`src/rtl/ir_decode_unit_pkg.sv`:
```
// ir_decode_unit_pkg: opcode codes, one-hot class indices, IR field positions and flag indices
package ir_decode_unit_pkg;
    typedef enum logic [3:0] {
        OP_NOOP   = 4'h0,
        OP_IN     = 4'h1,
        OP_MOVE   = 4'h2,
        OP_LOADI  = 4'h3,
        OP_ADD    = 4'h4,
        OP_ADDI   = 4'h5,
        OP_SUB    = 4'h6,
        OP_SUBI   = 4'h7,
        OP_LOAD   = 4'h8,
        OP_LOADF  = 4'h9,
        OP_STORE  = 4'hA,
        OP_STOREF = 4'hB,
        OP_SHIFT  = 4'hC,
        OP_CMP    = 4'hD,
        OP_JUMP   = 4'hE,
        OP_BR     = 4'hF
    } opcode_e;
    localparam int B_NOOP   = 0;
    localparam int B_IN     = 1;
    localparam int B_MOVE   = 5;
    localparam int B_LOADI  = 6;
    localparam int B_ADD    = 7;
    localparam int B_ADDI   = 8;
    localparam int B_SUB    = 9;
    localparam int B_SUBI   = 10;
    localparam int B_LOAD   = 11;
    localparam int B_LOADF  = 12;
    localparam int B_STORE  = 13;
    localparam int B_STOREF = 14;
    localparam int B_SHIFTL = 15;
    localparam int B_SHIFTR = 16;
    localparam int B_CMP    = 17;
    localparam int B_JUMP   = 18;
    localparam int B_BRE    = 19;
    localparam int B_BRNE   = 20;
    localparam int B_BRG    = 21;
    localparam int B_BRGE   = 22;
    localparam int NCLS     = 23;
    localparam int OP_HI  = 15;
    localparam int OP_LO  = 12;
    localparam int RX_HI  = 11;
    localparam int RX_LO  = 10;
    localparam int RY_HI  = 9;
    localparam int RY_LO  = 8;
    localparam int IMM_HI = 7;
    localparam int F_ZERO  = 0;
    localparam int F_NEG   = 1;
    localparam int F_OVF   = 2;
    localparam int F_CARRY = 3;
endpackage

```
`src/rtl/ir_decode_unit_decoder.sv`:
```
// opcode_decoder: combinational IR -> {RX, RY, one-hot instruction class}
module opcode_decoder
    import ir_decode_unit_pkg::*;
(
    input  logic [15:0] ir,
    output logic [26:0] opcode_out
);
    logic [4:0] idx;
    logic [1:0] ry;
    always_comb begin
        ry  = ir[RY_HI:RY_LO];
        idx = 5'(B_NOOP);
        case (opcode_e'(ir[OP_HI:OP_LO]))
            OP_NOOP:   idx = 5'(B_NOOP);
            OP_IN:     idx = 5'(B_IN) + {3'b0, ry};
            OP_MOVE:   idx = 5'(B_MOVE);
            OP_LOADI:  idx = 5'(B_LOADI);
            OP_ADD:    idx = 5'(B_ADD);
            OP_ADDI:   idx = 5'(B_ADDI);
            OP_SUB:    idx = 5'(B_SUB);
            OP_SUBI:   idx = 5'(B_SUBI);
            OP_LOAD:   idx = 5'(B_LOAD);
            OP_LOADF:  idx = 5'(B_LOADF);
            OP_STORE:  idx = 5'(B_STORE);
            OP_STOREF: idx = 5'(B_STOREF);
            OP_SHIFT:  idx = ir[RY_LO] ? 5'(B_SHIFTR) : 5'(B_SHIFTL);
            OP_CMP:    idx = 5'(B_CMP);
            OP_JUMP:   idx = 5'(B_JUMP);
            OP_BR:     idx = 5'(B_BRE) + {3'b0, ry};
        endcase
        opcode_out = {ir[RX_HI:RX_LO], ry, NCLS'(1) << idx};
    end
endmodule

```
`src/rtl/ir_decode_unit.sv`:
```
// ir_decode_unit: instruction register, flags register, load counter and one-hot decode
module ir_decode_unit
    import ir_decode_unit_pkg::*;
#(
    parameter int IW = 16,
    parameter int FW = 4
) (
    input  logic          clock,
    input  logic          reset,
    input  logic          ir_load,
    input  logic [IW-1:0] instr_in,
    input  logic          flags_load,
    input  logic [FW-1:0] alu_flags_in,
    output logic [IW-1:0] ir_out,
    output logic [26:0]   opcode_out,
    output logic [7:0]    imm_out,
    output logic [FW-1:0] flags_reg,
    output logic [15:0]   instr_count
);
    logic [IW-1:0] ir_q, ir_d;
    logic [FW-1:0] flags_q, flags_d;
    logic [15:0]   cnt_q, cnt_d;
    always_comb begin
        ir_d    = ir_load ? instr_in : ir_q;
        flags_d = flags_load ? alu_flags_in : flags_q;
        cnt_d   = ir_load ? cnt_q + 16'd1 : cnt_q;
    end
    always_ff @(posedge clock or posedge reset) begin
        if (reset) begin
            ir_q    <= '0;
            flags_q <= '0;
            cnt_q   <= '0;
        end else begin
            ir_q    <= ir_d;
            flags_q <= flags_d;
            cnt_q   <= cnt_d;
        end
    end
    opcode_decoder u_dec (
        .ir         (ir_q),
        .opcode_out (opcode_out)
    );
    assign ir_out      = ir_q;
    assign imm_out     = ir_q[IMM_HI:0];
    assign flags_reg   = flags_q;
    assign instr_count = cnt_q;
endmodule

```
`config.mk`:
```
export PLATFORM = sky130hd
export DESIGN_NAME = ir_decode_unit
export DESIGN_NICKNAME = d
export VERILOG_FILES = /design/src/rtl/ir_decode_unit_pkg.sv /design/src/rtl/ir_decode_unit_decoder.sv /design/src/rtl/ir_decode_unit.sv
export SDC_FILE = /design/constraint.sdc
export NUM_CORES = 1
export LEC_CHECK = 0
export BUFFER_PORTS_ARGS = -buffer_cell sky130_fd_sc_hd__clkbuf_2
export CORE_ASPECT_RATIO = 1.25
export CORE_UTILIZATION = 40
export CTS_BUF_LIST = sky130_fd_sc_hd__clkbuf_4
export CTS_CLUSTER_DIAMETER = 150
export DETAILED_ROUTE_END_ITERATION = 16
export GPL_ROUTABILITY_DRIVEN = 0
export HOLD_SLACK_MARGIN = 0.05
export PLACE_DENSITY = 0.71
export SLEW_MARGIN = 40
export SYNTH_ARGS = -nofsm -noshare
export SYNTH_HDL_FRONTEND = slang
export SYNTH_SLANG_ARGS = --single-unit
```
`constraint.sdc`:
```
create_clock -name clock -period 2.7 [get_ports clock]
set_input_delay 0.675 -clock clock [delete_from_list [all_inputs] [get_ports clock]]
set_output_delay 0.675 -clock clock [all_outputs]
set_load 0.02 [all_outputs]
```
==> results.ini, run 1 <==
[run_status]
status=finished, violations left
violations=setup timing

[logic_synthesis]
synth_edf_count=0
yosysSeqAreaShare_pct=45.9
netlist_area_um2=1960
yosysUniqueCellTypes=36
syn_inst=188
avgSynthCellArea_um2=10.4
synth_compound_area_share_pct=6.76
synth_area_leader_cell=dfrtp_1
synth_top_cells_by_area=dfrtp_1 (46%), mux2_2 (9.8%), buf_4 (5.4%)
yosysTopAreaCellShare_pct=45.9
synth-adder-area-share_pct=1.91
synthMuxAreaShare_pct=9.75
synth_xor_xnor_area_share_pct=6.69
ys_warn_count=0
yosys-top-cells-count=dfrtp_1 (36), mux2_2 (17), buf_4 (14), nor2_1 (14)
yosysMostFrequentCell=dfrtp_1
ys_seq_elements=36
synth-async-reset-ratio_pct=100
ys.flop_type=dfrtp_1
synth-simple-area-share_pct=20.3
synth_top_family_by_area=simple AND/OR/NAND/NOR gates
synth_fp_nets=215

[die]
row_count=28
chipHeight_um=80.3
die_area_um2=5190
io_pins=95
core_um2=4730
chipWidth_um=64.7
initial_core_util_pct=41.5

[sta]
whs_ps=406
fin_crit_ps=2840
maxSlewHeadroom_pct=70.1
slew_viol_final=0
setup_viol=7
tightest_slew_ps=448
timing.final.ws_setup_ps=-139
finalHoldViolCount=0
fin_skew_ps=6.93
fin_crit_sh_pct=105
rsz0062_at_grt=true
max_freq_mhz=352

[drt]
drtAntennaViolNets=0
vias_per_cell=5.10
drtPass1Iterations=4
drc=0
detail_route.iter0.violations=94
wl_per_cell_um=13.8
routed_wl_mm=4.76
vias=1764

[finish]
postLayoutCellArea_um2=2730
fillerInstances=423
drive_gt1_share_pct=58.7
syn2layout_area_growth_pct=39.2
n_antenna_cell=0
final_nets=312

[grt]
antenna_found_initial=0
grt.overflow.total=0
grt_pass1_wl_mm=7.33
grt_max_degree=37
grt_usage_pct=18.1
grt_pass1_vias=1628

[cts]
cts_buffer_depth=2
h-tree-depth=2
clkTransAtPathRegs_ps=110
cts.sinks=36
cts_hold_buf=0
clockRootBuffer=clkbuf_4
clk_latency_ps=330
cts_tree=done
cts_made_buffers=5

[placement]
dpl-instance-area_um2=2460
hpwlAfterDp_mm=3.29
portBuffers=94

[worst_setup_path]
crit_end=opcode_out[3]
rr_worst_depth=4
cp.required_ps=2030
critPathKind=reg -> out
cp-startpoint=ir_out[8]$_DFFE_PP0P_
worst_setup_path_end_kind=output pin
crit_fanout=5
rrSetupSlack_ps=1270
cp.arrival_ps=2160
r2r-end=instr_count[13]$_DFFE_PP0P_
start_kind=flip-flop
r2r-start=instr_count[3]$_DFFE_PP0P_

[power]
powerDensity_nw_per_um2=601
p_leak_nw=1.34
irDropWorstVdd_v=0.000352

[min_path]
hp-class=in -> async

[run]
cap_viol_max_count=0

==> cells by family after synthesis <==
kind of cell / Yosys count
simple gates: 71
flops: 36
buf+inv: 30
mux: 17
compound gates: 16
xor+xnor: 15
fa+ha+maj: 3
==> worst min path at each step <==
stage,to,slack [ps],cells past startpoint
floorplan,instr_count[15]$_DFFE_PP0P_,580,1
global placement,instr_count[15]$_DFFE_PP0P_,460,1
detailed placement,instr_count[15]$_DFFE_PP0P_,460,1
CTS,instr_count[12]$_DFFE_PP0P_,410,3
global route,ir_out[5]$_DFFE_PP0P_,430,3
finish,instr_count[12]$_DFFE_PP0P_,410,3
==> metrics by stage <==
step	std cells	setup WS (ps)	utilization [%]	power (mW)	TNS (ps)
6_report	346	-139	57.8	1.64	-609
5_1_grt	346	-214	57.8	1.74	-1500
4_1_cts	344	-112	55.7	1.62	-562
3_5_place_dp	328	95.1	52.0	1.28	0
3_3_place_gp	328	146	52.0	1.26	0
2_1_floorplan	188	42.1	-	1.11	0
==> worst max-delay path: stages, from the launching register on <==
cell     delay (ps)
dfrtp_2         390
inv_2            50
ha_4            280
nor2b_4         160
o22ai_2         100
a211o_4         390
buf_6           140
nor3b_2         160
buf_4           160
==> power breakdown <==
group | switching, mW | internal [mW] | leakage, nW
clock | 0.171 | 0.122 | 0.0361
sequential | 0.101 | 0.619 | 0.442
combinational | 0.361 | 0.269 | 0.862
total | 0.633 | 1.01 | 1.34
==> layer usage <==
| layer | vias to the layer above | global-route usage, % | part of all wire (%) |
|---|---|---|---|
| met3 | 8 | 4.26 | 5.4 |
| li1 | 840 | - | - |
| met1 | 836 | 19.9 | 39 |
| met5 | - | 0 | 0 |
| met4 | 0 | 6.00 | 1.8 |
| met2 | 80 | 33.8 | 54 |
==> cell usage in the layout, fill, tap and decap left out, types with 3 or more instances in the layout <==
cell type   n
nand4_1     9
buf_4      25
o21ai_0     9
nand2_1    10
nor3b_2     4
dfrtp_2     5
nor2_1     10
clkbuf_2   82
inv_1       3
xnor2_1    10
nand3_1     6
inv_2       3
buf_6       7
and3_1      4
nor3_1      4
mux2_2     17
nor2_2      3
clkbuf_4    7
xor2_1      5
dfrtp_1    31
==> layout make-up <==
type                    count  area [um^2]  area share (%)
clock buffers               7         52.6            1.92
clock inverters             1         5.00           0.183
inverters                   6         22.5           0.824
multi-input cells         122          993            36.4
flip-flops and latches     36          907            33.2
well taps                  60         75.1            2.75
repair buffers            114          677            24.8
==> what timing repair did <==
action / in CTS / in global routing
setup buffers: 8 / 2
endpoints found under the setup margin: 13 / 16
gates cloned: 0 / 0
resized for setup: 18 / 36
pin swaps: 9 / 4
Power figures use the tool's default switching activity.
==> run 2: changes to the inputs <==
- PLACE_DENSITY: 0.71 -> 0.7
- SYNTH_HIERARCHICAL: not set -> 1
==> run 2 against run 1 <==
- the flow still finishes with violations (setup timing)
- first-iteration DRC count shrank 18%
- non-clock buffer count shrank 4
- synthesized cell count grew 3.2%
==> results.ini, run 2 <==
[logic_synthesis]
yosysTopAreaCellShare_pct=43.7
yosys-top-cells-count=dfrtp_1 (36), nor2_1 (23), mux2_2 (22)
netlist_area_um2=2060
syn_inst=194
ys.flop_type=dfrtp_1
synth-async-reset-ratio_pct=100
yosysSeqAreaShare_pct=43.7
ys_seq_elements=36
yosysMostFrequentCell=dfrtp_1
ys_warn_count=6
synth_fp_nets=221
yosysUniqueCellTypes=46
synth_edf_count=0
avgSynthCellArea_um2=10.6
synth_top_cells_by_area=dfrtp_1 (44%), mux2_2 (12%), xnor2_1 (4.7%)
synth_area_leader_cell=dfrtp_1

[sta]
finalSetupTns_ps=-126
tightest_slew_ps=445
rsz0062_at_grt=true
whs_ps=407
timing.final.ws_setup_ps=-41.8
maxSlewHeadroom_pct=70.4
fin_crit_sh_pct=102
fin_crit_ps=2740
fin_skew_ps=12.8
slew_viol_final=0
setup_viol=4
max_freq_mhz=365
finalHoldViolCount=0

[worst_setup_path]
crit_end=opcode_out[0]
cp.required_ps=2030
rrSetupSlack_ps=1230
cp.arrival_ps=2070
r2r-end=instr_count[14]$_DFFE_PP0P_
rr_worst_depth=5
crit_fanout=8
worst_setup_path_end_kind=output pin
critPathKind=reg -> out
cp-startpoint=ir_out[8]$_DFFE_PP0P_
r2r-start=instr_count[0]$_DFFE_PP0P_
start_kind=flip-flop

[die]
initial_core_util_pct=42.7
core_um2=4830
io_pins=95
chipWidth_um=66.2
die_area_um2=5450
row_count=28
chipHeight_um=82.3

[power]
irDropWorstVdd_v=0.000545
powerDensity_nw_per_um2=622
p_leak_nw=1.38

[grt]
grt_pass1_wl_mm=7.33
grt_max_degree=37
grt_pass1_vias=1675
antenna_found_initial=0
grt_usage_pct=17.6
grt.overflow.total=0

[drt]
drc=0
vias=1819
drtAntennaViolNets=0
detail_route.iter0.violations=77
wl_per_cell_um=13.6
drtPass1Iterations=4
routed_wl_mm=4.77
vias_per_cell=5.20

[cts]
clkTransAtPathRegs_ps=110
cts_buffer_depth=2
cts_made_buffers=5
h-tree-depth=2
cts_hold_buf=0
cts_tree=done
clk_latency_ps=330
clockRootBuffer=clkbuf_4
cts.sinks=36

[run]
cap_viol_max_count=0

[run_status]
status=finished, violations left
violations=setup timing

[finish]
syn2layout_area_growth_pct=36.0
drive_gt1_share_pct=60.0
multiInputGateArea_um2=1090
final_nets=316
fillerInstances=408
n_antenna_cell=0
final_common_cell=clkbuf_2
layout_common_cells=clkbuf_2 (83), dfrtp_1 (31), mux2_2 (22), buf_4 (19), nor2_1 (18)
seqCellArea_um2=910

[placement]
hpwlAfterDp_mm=3.37
portBuffers=94
place_ws_ps=183

[min_path]
hp-class=in -> async

## run 2: cell types whose count changed in the layout (fill, tap and decap cells not counted), moves of 4 or more
cell,change
nor2_1,+8
o21ai_0,-8
buf_4,-6
nand4_1,-6
mux2_2,+5
buf_6,-4
nand2b_1,+4
nor2_2,+4
nor3b_2,-4
## run 2: critical path: stages (launching register included)
cell and delay (ps):
dfrtp_2 440, inv_4 70, ha_4 220, or3b_4 390, a211oi_4 280, nor3_4 80
nor2_2 100, clkbuf_8 140
## run 2: stage by stage
step | cell area, um^2 | std cells | power, mW | util (%)
final | 2810 | 350 | 1.74 | 58.0
after CTS | 2690 | 344 | 1.72 | 55.6
after floorplan | 2080 | 194 | 1.15 | -
after global placement | 2540 | 334 | 1.31 | 52.5
after global routing | 2810 | 350 | 1.85 | 58.0
after detailed placement | 2540 | 334 | 1.32 | 52.5
## run 2: worst min-delay path by stage
stage	startpoint	end	cells after the start
floorplan	instr_count[15]$_DFFE_PP0P_	instr_count[15]$_DFFE_PP0P_	1
global placement	instr_count[15]$_DFFE_PP0P_	instr_count[15]$_DFFE_PP0P_	1
detailed placement	instr_count[15]$_DFFE_PP0P_	instr_count[15]$_DFFE_PP0P_	1
CTS	reset	flags_reg[3]$_DFFE_PP0P_	3
global route	reset	flags_reg[3]$_DFFE_PP0P_	3
finish	reset	flags_reg[3]$_DFFE_PP0P_	3
## run 2: cell type report
type	instances	share of cell area [%]
inverters	4	0.624
multi-input cells	132	38.7
well taps	60	2.68
repair buffers	110	22.7
clock buffers	6	1.61
clock inverters	2	1.25
flip-flops and latches	36	32.4
## run 2: logic make-up (layout without fill, tap and decap cells)
| kind of cell | count (synthesis) | in the layout | share of synthesized area [%] |
|---|---|---|---|
| DFF | 36 | 36 | 43.7 |
| buffers and inverters | 26 | 122 | 7.77 |
| and+or+nand+nor | 72 | 72 | 20.3 |
| adders and majority gates | 3 | 3 | 1.82 |
| xor gates and xnor gates | 15 | 15 | 6.37 |
| muxes | 24 | 24 | 13.0 |
| AOI/OAI and AO/OA | 18 | 18 | 7.04 |
## run 2: routing by layer
layer  up-vias  GRT usage [%]  share of wire, %
met5         -              0                 0
li1        859              -                 -
met2        78           33.1                53
met4         0           6.38               1.6
met3         8           4.26               5.8
met1       874           19.0                40
## run 2: timing repair
action                                 4_1_cts  5_1_grt
resized for setup                           14       28
endpoints found under the hold margin        0        0
setup endpoints to repair                   15       15
pin swaps                                    3        4
buffers inserted                             2        6
## run 2: power by group
part,internal (mW),switching [mW]
clock,0.204,0.172
sequential,0.622,0.119
combinational,0.264,0.364
total,1.09,0.654
==> run 3: changes to the inputs <==
- clock period: 2.7 -> 3.4 ns (I/O delays scaled with it)
==> run 3 against run 2 <==
- the run now ends clean
- total power shrank 30%
- critical path depth stayed put
- setup slack gained 390 ps
- critical endpoint unchanged
- final cell count decreased by 3.7%
==> results.ini, run 3 (same netlist as run 2, synthesis figures left out) <==
[grt]
grt_max_degree=37
antenna_found_initial=0
grt.overflow.total=0
grt_pass1_vias=1561
grt_pass1_wl_mm=7.05
grt_usage_pct=17.2

[sta]
slew_viol_final=0
fin_skew_ps=10.4
tightest_slew_ps=621
max_freq_mhz=327
rsz0062_at_grt=false
finalSetupTns_ps=0
maxSlewHeadroom_pct=58.6
fin_crit_ps=3060
setup_viol=0
finalHoldViolCount=0
whs_ps=488
fin_crit_sh_pct=89.9

[cts]
cts_resized=0
clk_latency_ps=330
clockRootBuffer=clkbuf_4
cts_made_buffers=5
cts.sinks=36
cts_tree=done
clkTransAtPathRegs_ps=100
h-tree-depth=2
cts_hold_buf=0
post_cts_buffers=0
cts_buffer_depth=2

[die]
chipWidth_um=66.2
core_um2=4830
io_pins=95
row_count=28
die_area_um2=5450
chipHeight_um=82.3
initial_core_util_pct=42.7

[drt]
vias_per_cell=5.15
drtAntennaViolNets=0
drc=0
detail_route.iter0.violations=118
wl_per_cell_um=13.2
routed_wl_mm=4.45
drtPass1Iterations=4
vias=1735

[min_path]
min_to=instr_count[15]$_DFFE_PP0P_
min_from=instr_count[15]$_DFFE_PP0P_
hp-class=reg -> reg
hold_path_depth=1

[worst_setup_path]
r2r-start=instr_count[0]$_DFFE_PP0P_
crit_fanout=9
critPathKind=reg -> out
start_kind=flip-flop
cp.required_ps=2550
cp.arrival_ps=2210
rr_worst_depth=5
rrSetupSlack_ps=1970
worst_setup_path_end_kind=output pin
r2r-end=instr_count[14]$_DFFE_PP0P_

[finish]
n_antenna_cell=0
final_nets=304
syn2layout_area_growth_pct=23.1
drive_gt1_share_pct=50.5
fin_util_pct=52.5
final_common_cell=clkbuf_2
layout_common_cells=clkbuf_2 (94), dfrtp_1 (36), nor2_1 (23), mux2_2 (22), xnor2_1 (11)

[power]
fin_total_pwr_mw=1.23
irDropWorstVdd_v=0.000357
powerDensity_nw_per_um2=484
p_leak_nw=1.28

[run]
cap_viol_max_count=0

[placement]
hpwlAfterDp_mm=3.37
portBuffers=94

[run_status]
status=finished clean

run 3: cell count changes in the layout (fill, tap and decap cells not counted), moves of 3 or more:
cell,previous run,this run
dfrtp_1,31,36
clkbuf_2,83,94
buf_4,19,4
dfrtp_2,4,0
nor2_2,7,2
nor2_1,18,23
buf_6,3,0
run 3: layout make-up:
class                   count  area (um^2)
well taps                  60         75.1
flip-flops and latches     36          901
fillers                   479         2300
clock inverters             2         7.51
repair buffers             98          500
clock buffers               5         37.5
inverters                   4         15.0
multi-input cells         132         1000
run 3: where the power goes:
part,switching [mW],internal [mW]
registers,0.0960,0.492
logic,0.264,0.174
clock network,0.131,0.0722
total,0.490,0.739
run 3: worst max-delay path by stage:
stage / from / endpoint / slack (ps)
detailed placement: ir_out[9]$_DFFE_PP0P_ / opcode_out[0] / 700
finish: ir_out[9]$_DFFE_PP0P_ / opcode_out[0] / 340
floorplan: ir_out[8]$_DFFE_PP0P_ / opcode_out[0] / 260
global placement: ir_out[9]$_DFFE_PP0P_ / opcode_out[4] / 750
global route: ir_out[9]$_DFFE_PP0P_ / opcode_out[0] / 200
CTS: ir_out[9]$_DFFE_PP0P_ / opcode_out[0] / 310
run 3: worst max-delay path: stages, from the launching register on:
cell      delay, ps
dfrtp_1         410
inv_1            60
ha_1            390
or3b_1          400
a211oi_2        250
nor3_2           90
nor2_1          110
clkbuf_2        170
run 3: per-layer routing:
layer	global-route usage, %	vias up	wire length (um)
li1	-	831	-
met1	19.2	817	1820
met2	29.6	78	2170
met3	4.81	9	345
met4	8.72	0	117
met5	0	-	0
run 3: stage by stage:
stage | cells | worst slack, ps | instance area (um^2)
after floorplan | 194 | 263 | 2060
after global placement | 330 | 749 | 2490
after detailed placement | 330 | 704 | 2490
after CTS | 337 | 311 | 2540
after global routing | 337 | 196 | 2540
final | 337 | 344 | 2540
